$ cat config.mk
export PLATFORM = sky130hd
export DESIGN_NAME = b1_window_sampler
export DESIGN_NICKNAME = d
export VERILOG_FILES = /design/src/rtl/b1_window_sampler.sv
export SDC_FILE = /design/constraint.sdc
export NUM_CORES = 1
export LEC_CHECK = 0
export CAP_MARGIN = 20
export CORE_ASPECT_RATIO = 1.5
export CORE_UTILIZATION = 42
export CTS_CLUSTER_SIZE = 28
export DETAILED_ROUTE_END_ITERATION = 10
export PLACE_DENSITY = 0.71
export SYNTH_ARGS = -nofsm -noshare
export SYNTH_HDL_FRONTEND = slang
export SYNTH_SLANG_ARGS = --single-unit
$ cat constraint.sdc
create_clock -name clock -period 7.5 [get_ports clock]
set_input_delay 1.875 -clock clock [delete_from_list [all_inputs] [get_ports clock]]
set_output_delay 1.875 -clock clock [all_outputs]
set_load 0.01 [all_outputs]
$ cat src/rtl/b1_window_sampler.sv
// Aggregates b1 decode samples over fixed windows of WIN beats and queues one
// record per closed window (e/f hit counts, length, sticky error) in a FWFT FIFO.
module b1_window_sampler #(
    parameter int WIN   = 8,
    parameter int CW    = 4,
    parameter int DEPTH = 4
) (
    input  logic          clock,
    input  logic          reset,
    input  logic          in_valid,
    output logic          in_ready,
    input  logic          in_d,
    input  logic          in_e,
    input  logic          in_f,
    input  logic          in_g,
    input  logic          flush,
    output logic          out_valid,
    input  logic          out_ready,
    output logic [CW-1:0] out_e_cnt,
    output logic [CW-1:0] out_f_cnt,
    output logic [CW-1:0] out_len,
    output logic          out_err
);

    localparam int PW   = (DEPTH > 1) ? $clog2(DEPTH) : 1;
    localparam int CNTW = $clog2(DEPTH + 1);
    localparam logic [CW-1:0]   WIN_C   = CW'(WIN);
    localparam logic [PW-1:0]   PTR_MAX = PW'(DEPTH - 1);
    localparam logic [CNTW-1:0] CNT_MAX = CNTW'(DEPTH);

    typedef enum logic {EMPTY, PARTIAL} state_t;

    typedef struct packed {
        logic [CW-1:0] e;
        logic [CW-1:0] f;
        logic [CW-1:0] n;
        logic          err;
    } rec_t;

    state_t state, state_nxt;

    logic [CW-1:0] e_acc, f_acc, n_acc;
    logic          err_acc;
    logic [CW-1:0] e_sum, f_sum, n_sum;
    logic          err_sum;

    rec_t            mem [DEPTH];
    logic [PW-1:0]   wr_ptr, rd_ptr;
    logic [CNTW-1:0] count;

    logic accept, push, pop, fifo_full, s_err;

    assign fifo_full = (count == CNT_MAX);
    assign in_ready  = ~fifo_full;
    assign accept    = in_valid & in_ready;
    assign s_err     = (in_g == in_d) | (in_e & in_f);
    assign out_valid = (count != '0);
    assign pop       = out_valid & out_ready;

    // Window totals including this cycle's sample, so a closing push captures it.
    assign e_sum   = e_acc + CW'(accept & in_e);
    assign f_sum   = f_acc + CW'(accept & in_f);
    assign n_sum   = n_acc + CW'(accept);
    assign err_sum = err_acc | (accept & s_err);

    always_comb begin
        push      = 1'b0;
        state_nxt = state;
        case (state)
            EMPTY: begin
                if (accept) begin
                    if (n_sum == WIN_C || flush) push = 1'b1;
                    else                         state_nxt = PARTIAL;
                end
            end
            PARTIAL: begin
                if (n_sum == WIN_C || (flush && !fifo_full)) begin
                    push      = 1'b1;
                    state_nxt = EMPTY;
                end
            end
            default: state_nxt = EMPTY;
        endcase
    end

    always_ff @(posedge clock) begin
        if (reset) begin
            state   <= EMPTY;
            e_acc   <= '0;
            f_acc   <= '0;
            n_acc   <= '0;
            err_acc <= 1'b0;
        end else begin
            state <= state_nxt;
            if (push) begin
                e_acc   <= '0;
                f_acc   <= '0;
                n_acc   <= '0;
                err_acc <= 1'b0;
            end else begin
                e_acc   <= e_sum;
                f_acc   <= f_sum;
                n_acc   <= n_sum;
                err_acc <= err_sum;
            end
        end
    end

    always_ff @(posedge clock) begin
        if (push) mem[wr_ptr] <= '{e: e_sum, f: f_sum, n: n_sum, err: err_sum};
    end

    always_ff @(posedge clock) begin
        if (reset) begin
            wr_ptr <= '0;
            rd_ptr <= '0;
            count  <= '0;
        end else begin
            if (push) wr_ptr <= (wr_ptr == PTR_MAX) ? '0 : wr_ptr + 1'b1;
            if (pop)  rd_ptr <= (rd_ptr == PTR_MAX) ? '0 : rd_ptr + 1'b1;
            case ({push, pop})
                2'b10:   count <= count + 1'b1;
                2'b01:   count <= count - 1'b1;
                default: count <= count;
            endcase
        end
    end

    always_comb begin
        out_e_cnt = '0;
        out_f_cnt = '0;
        out_len   = '0;
        out_err   = 1'b0;
        if (out_valid) begin
            out_e_cnt = mem[rd_ptr].e;
            out_f_cnt = mem[rd_ptr].f;
            out_len   = mem[rd_ptr].n;
            out_err   = mem[rd_ptr].err;
        end
    end

    n_acc_bound: assert property (@(posedge clock) disable iff (reset) n_acc <= WIN_C);

endmodule
# After elaboration in Yosys (flattened, before gate mapping)
# Memories as Yosys holds them, arrays and structs flattened. A register that Yosys moved wholly into a read port is not among the register bits.
# Index checks and enable logic that the tools add are counted.
# Widths: inputs -> output; s select.
[totals]
mem_bits_rw = 52
memories = 1
wordCells = 59
regBits = 21
output_inout_bits = 15
[memory_table]
columns = ["memory", "depth", "width", "read_ports", "rd_ports_with_merged_regs", "write_ports", "line", "source"]
rows = [
  ["mem", 4, 13, 1, 1, 1, "47", "rec_t mem [DEPTH];"],
]
[classes]
n_eq_ne = 7
n_bitwise = 10
add_sub_neg = 7
reduce_logical = 7
muxes = 19
[ops]
columns = ["operator", "n"]
rows = [
  ["$add 4x1->4", 3],
  ["$mux 4", 3],
  ["$mux 1", 9],
  ["$mux 2", 4],
  ["$and 1x1->1", 6],
  ["$eq 2x2->1 const B", 3],
  ["$pmux 3 s2", 1],
  ["$add 2x1->2 const B", 2],
  ["$eq 4x4->1 const B", 1],
  ["$pmux 1 s2", 2],
  ["$add 3x1->3 const B", 1],
  ["$eq 3x3->1 const B", 1],
  ["$reduce_bool 3->1", 1],
  ["$sub 3x1->3 const B", 1],
  ["$eq 2x1->1 const B", 1],
  ["$logic_or 1x1->1", 2],
  ["$not 1->1", 2],
  ["$or 1x1->1", 2],
  ["$reduce_bool 2->1", 1],
  ["$reduce_or 2->1", 1],
  ["$eq 1x1->1", 1],
  ["$logic_and 1x1->1", 1],
  ["$logic_not 1->1", 1],
]

# Logic depth before layout (Yosys ltp)
# Gate-level depths: netlist of the first run.
[depth]
ltp_word = 11
mapped_depth = 16

# Worst setup path before layout of the first run
# OpenSTA, ideal clock, no wires.
[synth_path]
path_type = "input -> register"
startpoint = "in in_valid"
endpoint = "reg count[2]"
path_buffers = 1
path_slack_ps = 3232
stages = 14
arrival_ps = 4198
path_cell_list = "and2_1 -> ha_1 -> ha_1 -> nor2_1 -> a22oi_1 -> a211oi_1 -> buf_2 -> inv_1 -> ha_1 -> inv_1 -> fa_1 -> xor2_1 -> or3_1 -> a21oi_1"
[synth_between]
elab_chain_cells = 9
[synth_lines]
columns = ["element", "line", "source"]
rows = [
  ["from (decl)", "10", "input logic in_valid,"],
  ["$and 1x1->1 (*)", "55", "assign accept = in_valid & in_ready;"],
  ["$add 4x1->4 (*)", "63", "assign n_sum = n_acc + CW'(accept);"],
  ["named net n_sum[1]", "44", "logic [CW-1:0] e_sum, f_sum, n_sum;"],
  ["$eq 4x4->1 (*)", "72, 77", ""],
  ["$logic_or 1x1->1", "72", "if (n_sum == WIN_C || flush) push = 1'b1;"],
  ["$mux 1", "72", ""],
  ["$mux 1", "71", "if (accept) begin"],
  ["$pmux 1 s2 (*)", "69", "case (state)"],
  ["$eq 2x1->1 / $eq 2x2->1 (equally long branches)", "121", "case ({push, pop})"],
  ["$pmux 3 s2 / $reduce_bool 2->1 (equally long branches)", "n/a", ""],
  ["to (signal assigned)", "122", "2'b10: count <= count + 1'b1;"],
  ["to (signal assigned)", "123", "2'b01: count <= count - 1'b1;"],
  ["to (signal assigned)", "124", "default: count <= count;"],
  ["to (decl)", "49", "logic [CNTW-1:0] count;"],
]
# The timed path passes the listed nets; every way through them passes the cells marked *.
# A chain may end at the register's enable or synchronous reset.

# Worst setup path after layout of the first run
# Same ends and word-level chain as after synthesis.

==> reports/metrics.csv, run 1 <==
stage,metric,value,unit
outcome,outcome,"complete, no violations",
cts,Sink Count,75,
place,DP Area,3400,sq um
layout,fin cells,326,
synth,synth unique cells,32,
synth,Syn Inst Count,197,
synth,Yosys top cell area share,50.8,%
setup_path,crit path kind,input port to flip-flop,
sta,post-layout minimum cycle time,4690,ps
routing,drt pass-1 iters,4,
cts,"Clk pin slew, worst setup/hold paths",70,ps
layout,fin nets,246,
place,detailed placement HPWL,3350,um
routing,via/cell ratio,4.99,
cts,post-CTS sizing,0,
place,RePlAce Congestion,0.727,
sta,f_max,213,MHz
synth,Mapped Area,3070,sq um
setup_path,R2R Setup Slk,3930,ps
layout,Layout area overhead,19.1,%
cts,clk root buf,clkbuf_8,
worst_hold_path,HP Class,flip-flop to flip-flop,
synth,Yosys reg bits,75,
setup_path,crit-path cells,"clkdlybuf4s50_1, and2_1, ha_1, ha_1, nor2_1, a22oi_1, a211oi_2, buf_4, inv_1, ha_1, inv_1, fa_1, xor2_1, or3_1, a21oi_1",
floorplanning,die height,107,um
synth,Synth area leader,edfxtp_1,
routing,Vias,1626,
synth,synth warn,0,
routing,DRT iter0 DRCs,34,
routing,drt wl/cell,15.6,um
synth,Post-Syn Nets,219,
global_routing,vias in the first global route,1587,
place,placed cells,310,
synth,"Seq/Total Area, Yosys",65.8,%
cts,CTS tree,yes,
power_and_ir_drop,pwr dens,324,nW/um^2
power_and_ir_drop,Leak,1.30,nW
setup_path,cell family with most CP delay,adder cells,
global_routing,global-route wire length before repair,8090,um
floorplanning,I/O Pins,24,
synth,"EDFF count, synth",52,
sta,slew margin rel.,37.9,%
layout,post-route cell area,3660,sq um
synth,Post-synth ARST share,0,%
sta,Hold Fails Final Rpt,0,
job,Max Cap Viol,0,
sta,post-route clock skew,11.5,ps
cts,clk_lat worst skew,340,ps
sta,Final setup viols,0,
floorplanning,die width,71.8,um
synth,dominant synthesized flop cell,edfxtp_1,
global_routing,GRT Total Usage,15.0,%
layout,n_diodes,0,
routing,Routed Antenna Nets,0,
sta,Final Max Slew Viols,0,
setup_path,startpoint type of the worst setup path,input port,
cts,postcts setup bufs,0,
floorplanning,Die ar.,7670,sq um
sta,RSZ-0062 raised after global routing,false,
cts,CTS Buf Count,9,
synth,Synth area leaders,"edfxtp_1 (51%), dfxtp_1 (15%), mux4_2 (9.5%)",
cts,CTS Hold Bufs,0,
global_routing,initial antenna violation count,0,
place,IO buf count,23,
setup_path,Most common cell on crit path,ha_1,
layout,ratio of cells with drive above 1 in the final layout,14.0,%
sta,TNS Setup,0,ps
global_routing,largest net degree at the start of global routing,24,
cts,Max Root-Sink Buffers,2,
power_and_ir_drop,VDD IR max,261,uV
floorplanning,Initial Util,44.0,%
routing,drt drc,0,
synth,top-count cell post-synth,edfxtp_1,
setup_path,CP peak stage delay,450,ps
synth,Mean Syn Cell Area,15.6,sq um
power_and_ir_drop,total power,1.19,mW
setup_path,CP required,7750,ps
setup_path,CP Capture Type,flip-flop,
sta,Slew @ Worst Pin,930,ps
global_routing,grt ovf,0,
floorplanning,Core Rows,37,
setup_path,CP Max Fanout,17,
floorplanning,Core Box Area,6990,sq um
setup_path,Slowest cell on crit path,clkdlybuf4s50_1,
setup_path,CP Data Arrival Time,4940,ps
sta,final period utilization,62.5,%
cts,CTS H-tree depth,3,
routing,DRT Wirelength,5090,um
setup_path,WP buf/inv,4,
synth,most frequent cells after synthesis,"edfxtp_1 (52), dfxtp_1 (23), and2_1 (18)",
[kinds of logic after synthesis]
group                      Yosys count  share of synthesized area [%]
buffers and inverters               19                           2.69
muxes                               16                           10.7
and+or+nand+nor                     56                           10.8
xor gates and xnor gates             9                           2.57
adders and majority gates           13                           5.54
DFF                                 75                           65.8
AOI/OAI and AO/OA                    9                           1.95
[tightest hold or removal path, delay by kind of cell (launching register included)]
| family | cells | cell delay [ps] |
|---|---|---|
| DFF | 1 | 330 |
| AOI/OAI and AO/OA | 1 | 70 |
| and+or+nand+nor | 1 | 60 |
[layout make-up]
cell class | count | area (sq um)
clock buffer | 10 | 128
timing repair buffer | 24 | 238
tap | 97 | 121
sequential | 75 | 2020
fill | 588 | 3330
multi-input combinational | 103 | 973
clock inverter | 6 | 138
inverter | 11 | 41.3
[per-layer routing]
| metal | share of wire, % | vias to the layer above | global-route usage (%) |
|---|---|---|---|
| met5 | 0 | - | 0 |
| met4 | 2.7 | 0 | 9.24 |
| met3 | 2.7 | 9 | 4.23 |
| met2 | 53 | 33 | 25.0 |
| met1 | 42 | 804 | 16.6 |
| li1 | - | 780 | - |
[power by group]
| group | switching, mW | internal [mW] | total, mW |
|---|---|---|---|
| clock | 0.141 | 0.256 | 0.397 |
| sequential | 0.0315 | 0.479 | 0.510 |
| combinational | 0.124 | 0.155 | 0.279 |
| total | 0.297 | 0.890 | 1.19 |
[per-stage QoR]
stage | utilization (%) | hold WS, ps | worst slack [ps]
final | 52.4 | 513 | 2810
after global routing | 52.4 | 556 | 2620
after CTS | 52.4 | 507 | 2830
after detailed placement | 48.6 | 488 | 2450
after global placement | 48.6 | 484 | 2580
after floorplan | - | 463 | 3230
[placed cells by master (no fill, tap or decap)]
master	Yosys	final
inv_1	11	11
or3b_1	1	1
clkdlybuf4s50_1	0	23
clkinv_4	0	2
nor3_1	5	5
a2111oi_0	1	1
a21o_1	1	1
nand2_1	5	5
clkbuf_1	4	1
ha_1	12	12
dfxtp_1	23	23
mux4_2	13	13
a211oi_2	0	1
and2_1	18	18
xor2_1	6	6
a21oi_1	3	3
buf_4	0	1
nor2_1	6	6
nand2b_1	2	2
mux2_4	1	1
a22oi_1	1	1
fa_1	1	1
xnor2_1	3	3
nor3b_1	9	9
o21ai_0	1	1
clkbuf_8	0	9
mux2i_1	2	2
edfxtp_1	52	52
bufinv_16	0	4
a21oi_2	1	1
or3_1	3	3
nand3_1	3	3
nand4bb_1	1	1
nor4_1	1	1
and3_1	2	2
[path summary, 6_finish.rpt]
check	start	endpoint	cells after the start
max	in_valid	count[2]	15
min	rd_ptr[0]	flip-flop	2
max reg2reg	count[2]	count[2]	15
min reg2reg	rd_ptr[0]	flip-flop	2
[registers in the layout, summed over array words and instances (netlist names), named ones only]
| register | flops |
|---|---|
| f_acc | 4 |
| count | 3 |
| n_acc | 4 |
| rd_ptr | 2 |
| err_acc | 1 |
| e_acc | 4 |
| state | 1 |
| mem | 52 |
| wr_ptr | 2 |
Note: power is estimated with default switching activity, not from simulation.
==> run 2: changes to the inputs <==
--- a/config.mk
+++ b/config.mk
@@ -10,7 +10,7 @@
 export CORE_UTILIZATION = 42
 export CTS_CLUSTER_SIZE = 28
 export DETAILED_ROUTE_END_ITERATION = 10
-export PLACE_DENSITY = 0.71
+export PLACE_DENSITY = 0.73
 export SYNTH_ARGS = -nofsm -noshare
 export SYNTH_HDL_FRONTEND = slang
 export SYNTH_SLANG_ARGS = --single-unit
==> constraint.sdc (replaced) <==
create_clock -name clock -period 3.8 [get_ports clock]
set_input_delay 0.95 -clock clock [delete_from_list [all_inputs] [get_ports clock]]
set_output_delay 0.95 -clock clock [all_outputs]
set_load 0.01 [all_outputs]
==> run 2 against run 1 <==
- global-route usage is 0.15 points higher
- total power is 90% higher
- hold slack hardly changed
- critical path depth is 1 lower
- largest power group unchanged
==> reports/metrics.csv, run 2 (synthesis gave the netlist of run 1 again) <==
stage,metric,value,unit
sta,final worst slack,369,ps
routing,Routed Antenna Nets,0,
setup_path,crit path kind,input port to flip-flop,
cts,clk_lat worst skew,340,ps
cts,postcts setup bufs,0,
floorplanning,die height,107,um
routing,drt drc,0,
layout,fill cell count,583,
power_and_ir_drop,sequential power share,43.4,%
worst_hold_path,hold depth,2,
sta,TNS Setup,0,ps
setup_path,Most common cell on crit path,ha_1,
power_and_ir_drop,Sw Pwr,581,uW
floorplanning,Die ar.,7670,sq um
setup_path,R2R depth,14,
place,detailed placement HPWL,3350,um
floorplanning,Core Box Area,6990,sq um
sta,post-route clock skew,6.54,ps
cts,CTS Buf Count,9,
place,placed cells,317,
layout,fin nets,253,
layout,"commonest cells after routing, fill and taps aside","edfxtp_1 (52), dfxtp_1 (23), clkdlybuf4s50_1 (23), and2_1 (18), mux4_2 (13)",
layout,Layout area overhead,21.3,%
floorplanning,I/O Pins,24,
power_and_ir_drop,combinational power share,26.5,%
floorplanning,Initial Util,44.0,%
setup_path,launch point of the worst reg-to-reg path,count[2],
power_and_ir_drop,VDD IR max,240,uV
sta,Final Max Slew Viols,0,
floorplanning,Core Rows,37,
global_routing,initial antenna violation count,0,
cts,CTS tree,yes,
sta,RSZ-0062 raised after global routing,false,
sta,f_max,291,MHz
routing,Vias,1632,
cts,CTS H-tree depth,3,
sta,final period utilization,90.3,%
routing,drt pass-1 iters,4,
setup_path,CP Max Fanout,4,
place,pre-CTS WS,9.74,ps
setup_path,CP required,4060,ps
setup_path,Slowest cell on crit path,clkdlybuf4s50_1,
global_routing,GRT Total Usage,15.1,%
global_routing,largest net degree at the start of global routing,24,
sta,slew margin rel.,43.1,%
global_routing,global-route wire length before repair,8180,um
global_routing,vias in the first global route,1614,
setup_path,CP Data Arrival Time,3690,ps
outcome,outcome,"complete, no violations",
power_and_ir_drop,Leak,1.33,nW
worst_hold_path,hold path start,rd_ptr[0],
worst_hold_path,HP Class,flip-flop to flip-flop,
setup_path,startpoint type of the worst setup path,input port,
layout,ratio of cells with drive above 1 in the final layout,16.5,%
power_and_ir_drop,pwr dens,604,nW/um^2
cts,CTS Hold Bufs,0,
layout,fin cells,333,
cts,"Clk pin slew, worst setup/hold paths",70,ps
sta,Hold Fails Final Rpt,0,
power_and_ir_drop,power share of the clock group,30.1,%
sta,post-layout minimum cycle time,3430,ps
layout,Reg with most FFs,mem,
layout,Largest register FFs,52,
sta,Final setup viols,0,
place,IO buf count,23,
setup_path,crit-path cells,"clkdlybuf4s50_1, and2_1, ha_1, ha_1, xnor2_1, a22oi_1, a211oi_2, inv_1, ha_1, inv_1, fa_1, xor2_1, or3_1, a21oi_1",
power_and_ir_drop,Pint,1.67,mW
cts,post-CTS sizing,0,
layout,fin util,53.3,%
global_routing,grt ovf,0,
floorplanning,die width,71.8,um
cts,Sink Count,75,
layout,"commonest non-fill, non-tap cell in the layout",edfxtp_1,
routing,via/cell ratio,4.90,
cts,clk root buf,clkbuf_8,
setup_path,R2R Setup Slk,570,ps
setup_path,CP Capture Type,flip-flop,
setup_path,WP buf/inv,3,
setup_path,cell family with most CP delay,adder cells,
place,DP Area,3500,sq um
sta,Slew @ Worst Pin,850,ps
layout,post-route cell area,3730,sq um
setup_path,FF-to-FF End,count[2],
place,RePlAce Congestion,0.765,
cts,Max Root-Sink Buffers,2,
layout,n_diodes,0,
job,Max Cap Viol,0,
routing,DRT Wirelength,5010,um
setup_path,CP peak stage delay,460,ps
routing,DRT iter0 DRCs,71,
power_and_ir_drop,Sw Share,25.8,%
routing,drt wl/cell,15.1,um
sta,Hold WS,513,ps
power_and_ir_drop,total power,2.25,mW
[run 2: cell count changes in the layout (fill, tap and decap cells not counted)]
cell | previous run | this run
bufinv_16 | 4 | 2
clkbuf_8 | 9 | 11
clkinv_2 | 0 | 1
clkinvlp_4 | 0 | 1
clkinv_4 | 2 | 0
buf_12 | 0 | 4
buf_4 | 1 | 4
[run 2: cell type report]
cell class / count / area [sq um] / area share (%)
timing repair buffer: 31 / 340 / 9.13
tap: 97 / 121 / 3.26
multi-input combinational: 103 / 973 / 26.1
sequential: 75 / 2020 / 54.3
clock inverter: 4 / 72.6 / 1.95
inverter: 11 / 41.3 / 1.11
clock buffer: 12 / 155 / 4.16
[run 2: how the worst max path moves through the flow]
stage	startpoint	to	slack, ps	depth (start not counted)
after detailed placement	in_valid	count[2]	10	14
after global placement	in_valid	count[2]	110	14
final	in_valid	count[2]	370	14
after global routing	in_valid	count[2]	200	14
after CTS	in_valid	count[2]	360	14
after floorplan	in_valid	count[2]	460	14
[run 2: layer usage]
layer | vias to the layer above | global-route usage, % | share of wire [%]
met4 | 0 | 8.68 | 2.6
li1 | 795 | - | -
met3 | 10 | 3.95 | 2.2
met2 | 27 | 24.2 | 53
met1 | 800 | 18.3 | 43
met5 | - | 0 | 0
[run 2: power groups by stage]
stage	logic [mW]	clock network [mW]	registers, mW
4_1_cts	0.608	0.691	0.979
3_5_place_dp	0.607	0	0.997
5_1_grt	0.650	0.731	0.985
3_3_place_gp	0.593	0	0.993
6_report	0.596	0.678	0.978
2_1_floorplan	0.359	0	0.988
[run 2: tightest hold or removal path: cells and delay by family, from the launching register on]
kind | cells | cell delay, ps
flip-flops | 1 | 330
AO/OA/AOI/OAI | 1 | 70
AND/OR/NAND/NOR | 1 | 60
==> run 3: changes to the inputs <==
--- a/config.mk
+++ b/config.mk
@@ -5,7 +5,7 @@
 export SDC_FILE = /design/constraint.sdc
 export NUM_CORES = 1
 export LEC_CHECK = 0
-export CAP_MARGIN = 20
+export CAP_MARGIN = 30
 export CORE_ASPECT_RATIO = 1.5
 export CORE_UTILIZATION = 42
 export CTS_CLUSTER_SIZE = 28
==> results of run 3 <==
No change in the layout: final DEF, timing and power equal those of run 2.
